`src/rtl/ram_loader.sv`:
```
// Loads a byte stream into an external RAM, then streams it back one byte per handshake.
// Optional running checksum of loaded bytes: define RAM_LOADER_CHECKSUM_EN.
module ram_loader #(
    parameter int DEPTH = 8
) (
    input  logic       clk,
    input  logic       rst,
    input  logic       start,
    input  logic [7:0] len,
    input  logic       in_valid,
    input  logic [7:0] in_data,
    output logic       in_ready,
    output logic [7:0] ram_address,
    output logic [7:0] ram_data_in,
    output logic       ram_wr,
    output logic       ram_rd,
    input  logic [7:0] ram_data_out,
    output logic       out_valid,
    output logic [7:0] out_data,
    input  logic       out_ready,
    output logic       busy,
    output logic       done,
    output logic [7:0] checksum
);

    typedef enum logic [2:0] {IDLE, LOAD, READ, HOLD, DONE} state_t;

    localparam logic [8:0] DEPTH_9  = 9'(DEPTH);
    localparam logic [7:0] LAST_MAX = 8'(DEPTH - 1);

    state_t     r_state;
    state_t     w_next_state;
    logic [7:0] r_last;
    logic [7:0] r_wr_cnt;
    logic [7:0] r_rd_cnt;
    logic [7:0] r_out_data;
    logic       r_out_valid;
    logic       w_len_clamp;
    logic [7:0] w_last_eff;
    logic       w_in_xfer;

    // The job length is stored as its last index so DEPTH=256 still fits in 8 bits.
    assign w_len_clamp = (len == 8'd0) || ({1'b0, len} > DEPTH_9);
    assign w_last_eff  = w_len_clamp ? LAST_MAX : (len - 8'd1);
    assign w_in_xfer   = (r_state == LOAD) && in_valid;

    assign ram_data_in = in_data;
    assign out_valid   = r_out_valid;
    assign out_data    = r_out_data;

    // NOTE: asynchronous reset belongs in the sensitivity list; state uses <= only.
    always_ff @(posedge clk or posedge rst) begin
        if (rst) r_state <= IDLE;
        else     r_state <= w_next_state;
    end

    // NOTE: every output of this block gets a default first, so no latch is inferred.
    always_comb begin
        w_next_state = r_state;
        in_ready     = 1'b0;
        ram_wr       = 1'b0;
        ram_rd       = 1'b0;
        ram_address  = 8'd0;
        busy         = (r_state != IDLE);
        done         = 1'b0;
        case (r_state)
            IDLE: if (start) w_next_state = LOAD;
            LOAD: begin
                in_ready    = 1'b1;
                ram_wr      = in_valid;
                ram_address = r_wr_cnt;
                if (w_in_xfer && (r_wr_cnt == r_last)) w_next_state = READ;
            end
            READ: begin
                ram_rd       = 1'b1;
                ram_address  = r_rd_cnt;
                w_next_state = HOLD;
            end
            HOLD: if (out_ready) w_next_state = (r_rd_cnt == r_last) ? DONE : READ;
            DONE: begin
                done         = 1'b1;
                w_next_state = IDLE;
            end
            default: w_next_state = IDLE;
        endcase
    end

    always_ff @(posedge clk or posedge rst) begin
        if (rst) begin
            r_last      <= 8'd0;
            r_wr_cnt    <= 8'd0;
            r_rd_cnt    <= 8'd0;
            r_out_data  <= 8'd0;
            r_out_valid <= 1'b0;
        end else begin
            case (r_state)
                IDLE: if (start) begin
                    r_last   <= w_last_eff;
                    r_wr_cnt <= 8'd0;
                    r_rd_cnt <= 8'd0;
                end
                // Counters stop at the last index so the address never leaves 0..DEPTH-1.
                LOAD: if (w_in_xfer && (r_wr_cnt != r_last)) r_wr_cnt <= r_wr_cnt + 8'd1;
                READ: begin
                    r_out_data  <= ram_data_out;
                    r_out_valid <= 1'b1;
                end
                HOLD: if (out_ready) begin
                    r_out_valid <= 1'b0;
                    if (r_rd_cnt != r_last) r_rd_cnt <= r_rd_cnt + 8'd1;
                end
                default: ;
            endcase
        end
    end

`ifdef RAM_LOADER_CHECKSUM_EN
    logic [7:0] r_checksum;

    always_ff @(posedge clk or posedge rst) begin
        if (rst)                               r_checksum <= 8'd0;
        else if ((r_state == IDLE) && start)   r_checksum <= 8'd0;
        else if (w_in_xfer)                    r_checksum <= r_checksum + in_data;
    end

    assign checksum = r_checksum;
`else
    assign checksum = 8'd0;
`endif

endmodule

```
`config.mk`:
```
export PLATFORM = sky130hd
export DESIGN_NAME = ram_loader
export DESIGN_NICKNAME = d
export VERILOG_FILES = /design/src/rtl/ram_loader.sv
export SDC_FILE = /design/constraint.sdc
export NUM_CORES = 1
export LEC_CHECK = 0
export ABC_AREA = 0
export CORE_MARGIN = 2
export CORE_UTILIZATION = 52
export CTS_BUF_LIST = sky130_fd_sc_hd__clkbuf_8
export CTS_CLUSTER_DIAMETER = 60
export DETAILED_ROUTE_END_ITERATION = 8
export PLACE_DENSITY = 0.91
export SETUP_SLACK_MARGIN = 0.2
export SYNTH_ARGS = -nofsm -noshare
export SYNTH_HDL_FRONTEND = slang
export SYNTH_SLANG_ARGS = --single-unit
```
`constraint.sdc`:
```
create_clock -name clk -period 5.11 [get_ports clk]
set_input_delay 1.022 -clock clk [delete_from_list [all_inputs] [get_ports clk]]
set_output_delay 1.022 -clock clk [all_outputs]
set_load 0.005 [all_outputs]
```
Yosys cells after proc, flatten, opt, wreduce, memory -nomap -nowiden

Cells that the tools add are included.

Register bits: 36
Logic and storage cells: 57
Output and inout port bits: 38

Equality and inequality tests: 13
Mux-type cells: 19
Add/subtract/negate cells: 3
Reductions and logical operators: 15
Order comparisons: 1

Operator list:

| operator                                                       | count |
|---|---|
| case mux 8 bit (2 select lines)                                | 3 |
| 2-to-1 mux 8 bit                                               | 5 |
| adder 8 x 1 -> 8 bit (second input constant)                   | 2 |
| == test 8 bit                                                  | 2 |
| != test 8 bit                                                  | 2 |
| 2-to-1 mux 3 bit                                               | 4 |
| case mux 3 bit (4 select lines)                                | 1 |
| greater-than comparator 8 x 4 -> 1 bit (second input constant) | 1 |
| zero test 8 bit                                                | 1 |
| subtractor 8 x 1 -> 8 bit (second input constant)              | 1 |
| == test 3 x 2 -> 1 bit (second input constant)                 | 2 |
| != test 2 bit (second input constant)                          | 3 |
| AND reduction 3 bit                                            | 2 |
| nonzero test 2 bit                                             | 3 |
| 2-to-1 mux 1 bit                                               | 5 |
| != test 2 x 1 -> 1 bit (second input constant)                 | 2 |
| AND reduction 2 bit                                            | 2 |
| AND reduction 4 bit                                            | 1 |
| == test 3 x 1 -> 1 bit (second input constant)                 | 1 |
| == test 3 bit (second input constant)                          | 1 |
| logical AND 1 bit                                              | 3 |
| zero test 3 bit                                                | 1 |
| nonzero test 3 bit                                             | 1 |
| case mux 1 bit (2 select lines)                                | 1 |
| logical OR 1 bit                                               | 1 |

Logic depth before layout (Yosys ltp)

Word-level depth: 5
Mapped depth: 7
Depth with buffers taken out: 7

Least setup slack after synthesis

OpenSTA, ideal clock, no wires.

Path kind: register -> output
Start point: register r_state[1]
End point: output ram_address[0]
Cell stages (with the launch flop): 6
Buffers on the path: 2
Data required time: 4.088 ns
Arrival time: 1.458 ns
Slack: 2.630 ns
Cells stage by stage: dfrtp_1 -> buf_2 -> inv_1 -> nor3_2 -> buf_2 -> a22o_1

Longest elaborated chain between the ends: 2
Elaborated cells between the ends (all ways): 3

RTL lines:

| item                                                                    | line | source |
|---|---|---|
| start, declared                                                         | 31   | `state_t r_state;` |
| start signal, assigned                                                  | 54   | `else r_state <= w_next_state;` |
| == test 3 x 2 -> 1 bit / == test 3 x 1 -> 1 bit (equally long branches) | 66   | `case (r_state)` |
| case mux 8 bit (2 select lines) *                                       | 66   |  |
| end, declared                                                           | 13   | `output logic [7:0] ram_address,` |

Every way passes the cells marked *; elsewhere a longest branch is shown, timed or not.

Worst setup path after layout

Start point: register r_state[0]
End point: output ram_address[5]

The elaborated chain is that of the path after synthesis.

==> reports/qor.csv <==
metric,value,unit
Initial Util,54.5,%
synth top area cells,"dfrtp_1 41%, mux2_2 5.6%, buf_4 5.4%, xnor2_1 4.4%, a22o_1 3.6%",
dominant cell type by area after synthesis,dfrtp_1,
crit-path cells,and2_1 > nand2_1 > nand2_1 > clkdlybuf4s50_1,
Min-Delay Path Class,reg2reg,
die width,69.2,microns
TritonCTS clock tree,done,
die footprint,0.00479,sq mm
worst setup path category,reg2out,
share of layout cells above drive strength 1,11.1,%
run status,"complete, no violations",
post-route ant nets,0,
post-place setup slack,1880,ps
clk slew on worst S/H paths,70,ps
synthesis-stage register bit count,36,
"Hold-fix buffers, CTS",0,
routability cong.,0.864,
detailed placement HPWL,3600,microns
die height,69.2,microns
Post-Route Utilization,66.1,%
Max Slew Vio Count,0,
fmax,303,MHz
Final Non-Filler Cells,311,
Max clock buf depth,2,
Ys Warns,0,
pin count of the biggest net entering global routing,37,
synth unique cells,46,
Routed WL,4810,microns
nets@finish,293,
# diodes,0,
Worst Path Max Fanout,24,
clock sink count,36,
count of final setup violators,0,
Final Hold Viols,0,
final worst slack,1810,ps
"Req. time, crit path",4090,ps
ys flop type,dfrtp_1,
Total Neg Setup Slack,0,ps
root buffer cell,clkbuf_8,
max_cap viols,0,
initial antenna violation count,0,
core box area,0.00406,sq mm
Post-synth EDFFs,0,
DRC Markers,0,
top cell type's share of synthesized area,40.7,%
Worst setup EP type,primary output,
Rows,23,
RSZ-0062 raised after global routing,false,
CP Data Arrival Time,2280,ps
Max VDD drop,223,uV
fin crit share,64.6,%
post-synthesis sequential area ratio,40.7,%
post-CTS setup buffer count,0,
cell with the most instances after synthesis,dfrtp_1,
Mean Syn Cell Area,9.62,sq um
clock latency on the worst-skew pair,300,ps
Mapped Cells,230,
Slew HR,50.1,%
Setup Skew,7.97,ps
I/O pins,67,
CTS Buf Count,5,
synth cell count leaders,"36 x dfrtp_1, 19 x nand2_1, 16 x buf_4",
DRT iter0 DRCs,174,
CP most frequent cell,nand2_1,
Critical Path Start Type,flop,
Cell Pwr Density,484,mW/mm^2
first-pass GRT wire length,8180,microns
H-tree Lvls,2,
Lkg Pwr,1.16,nW
Layout fillers,328,
Slew @ Worst Pin,740,ps
gr usage total,21.5,%
worst stage delay on the critical path,770,ps
post_cts resized,0,
final worst path period need,3300,ps
vias in the first global route,1736,
P&R area growth vs syn,21.2,%
Vias/cell,5.78,
vias after detailed routing,1797,
IO buf count,42,
crit path max-delay cell type,dfrtp_1,
DRT Pass-1 Iters,4,
# placed instances,303,
asr flop ratio synth,100,%
GR Overflow Total,0,
synthesized cell area,0.00221,sq mm
drt wl/cell,15.5,microns
[metrics by stage]
| step | cell area, sq um | total power, W | hold slack [ps] |
|---|---|---|---|
| 2_1_floorplan | 2240 | 0.000812 | 474 |
| 3_3_place_gp | 2550 | 0.00100 | 472 |
| 3_5_place_dp | 2550 | 0.00103 | 475 |
| 4_1_cts | 2680 | 0.00130 | 490 |
| 5_1_grt | 2680 | 0.00139 | 515 |
| 6_report | 2680 | 0.00130 | 483 |
[placed cells by master, fill, tap and decap left out, types with 8 or more instances in the layout]
cell type	n
a22o_1	9
a21oi_1	11
clkdlybuf4s50_1	42
dfrtp_1	36
inv_1	8
mux2_2	11
nor2_1	12
xnor2_1	11
conb_1	8
nand3_1	10
xor2_1	9
nand2_1	19
[final timing paths]
| check | slack [ps] | startpoint | to | cells past startpoint |
|---|---|---|---|---|
| worst max-delay path | 1810 | r_state[0] | ram_address[5] | 4 |
| worst min-delay path | 480 | out_valid | out_valid | 1 |
| worst max register to register | 2740 | r_state[0] | r_rd_cnt[5] | 4 |
| worst min register to register | 480 | out_valid | out_valid | 1 |
| max in group asynchronous | 3670 | rst | r_wr_cnt[2] | 3 |
| min in group asynchronous | 1130 | rst | out_data[6] | 3 |
[where the power goes]
part           switching (W)  internal, W  total [W]
combinational       0.000239     0.000303   0.000542
clock              0.0000986     0.000172   0.000271
sequential          0.000119     0.000368   0.000486
total               0.000456     0.000842    0.00130
[sequential cells by signal, summed over array words and instances, names as in the netlist]
| signal | cells |
|---|---|
| r_state | 3 |
| out_data | 8 |
| r_wr_cnt | 8 |
| r_rd_cnt | 8 |
| out_valid | 1 |
| r_last | 8 |
[worst max-delay path, delay by kind of cell, from the launching register on]
kind	cells	cell delay [ps]
flip-flops	1	770
buffers and inverters	1	500
AND/OR/NAND/NOR	3	720
[kinds of logic (layout without fill, tap and decap cells)]
| family | Yosys count | after routing | synth area share (%) |
|---|---|---|---|
| other | 1 | 8 | 0.170 |
| flip-flops | 36 | 36 | 40.7 |
| AO/OA/AOI/OAI | 53 | 53 | 17.2 |
| multiplexers | 12 | 12 | 6.05 |
| buffers and inverters | 36 | 60 | 9.56 |
| AND/OR/NAND/NOR | 68 | 68 | 16.1 |
| XOR/XNOR | 20 | 20 | 7.92 |
| adder cells (fa/ha/maj) | 4 | 4 | 2.26 |
[final cells by class]
| cell class | instances | area (sq um) | area share, % |
|---|---|---|---|
| flip-flops and latches | 36 | 901 | 33.6 |
| clock buffers | 7 | 96.3 | 3.59 |
| inverters | 8 | 30.0 | 1.12 |
| multi-input cells | 165 | 1130 | 42.0 |
| well taps | 50 | 62.6 | 2.33 |
| repair buffers | 44 | 435 | 16.2 |
| clock inverters | 1 | 30.0 | 1.12 |
[per-layer routing]
metal	vias up	global-route usage [%]	part of all wire, %	routed length, microns
met1	834	26.5	40	1940
li1	862	-	-	-
met4	0	8.50	3.3	159
met3	16	6.25	7.6	368
met5	-	0	0	0
met2	85	35.7	49	2340
Note: power is estimated with default switching activity, not from simulation.
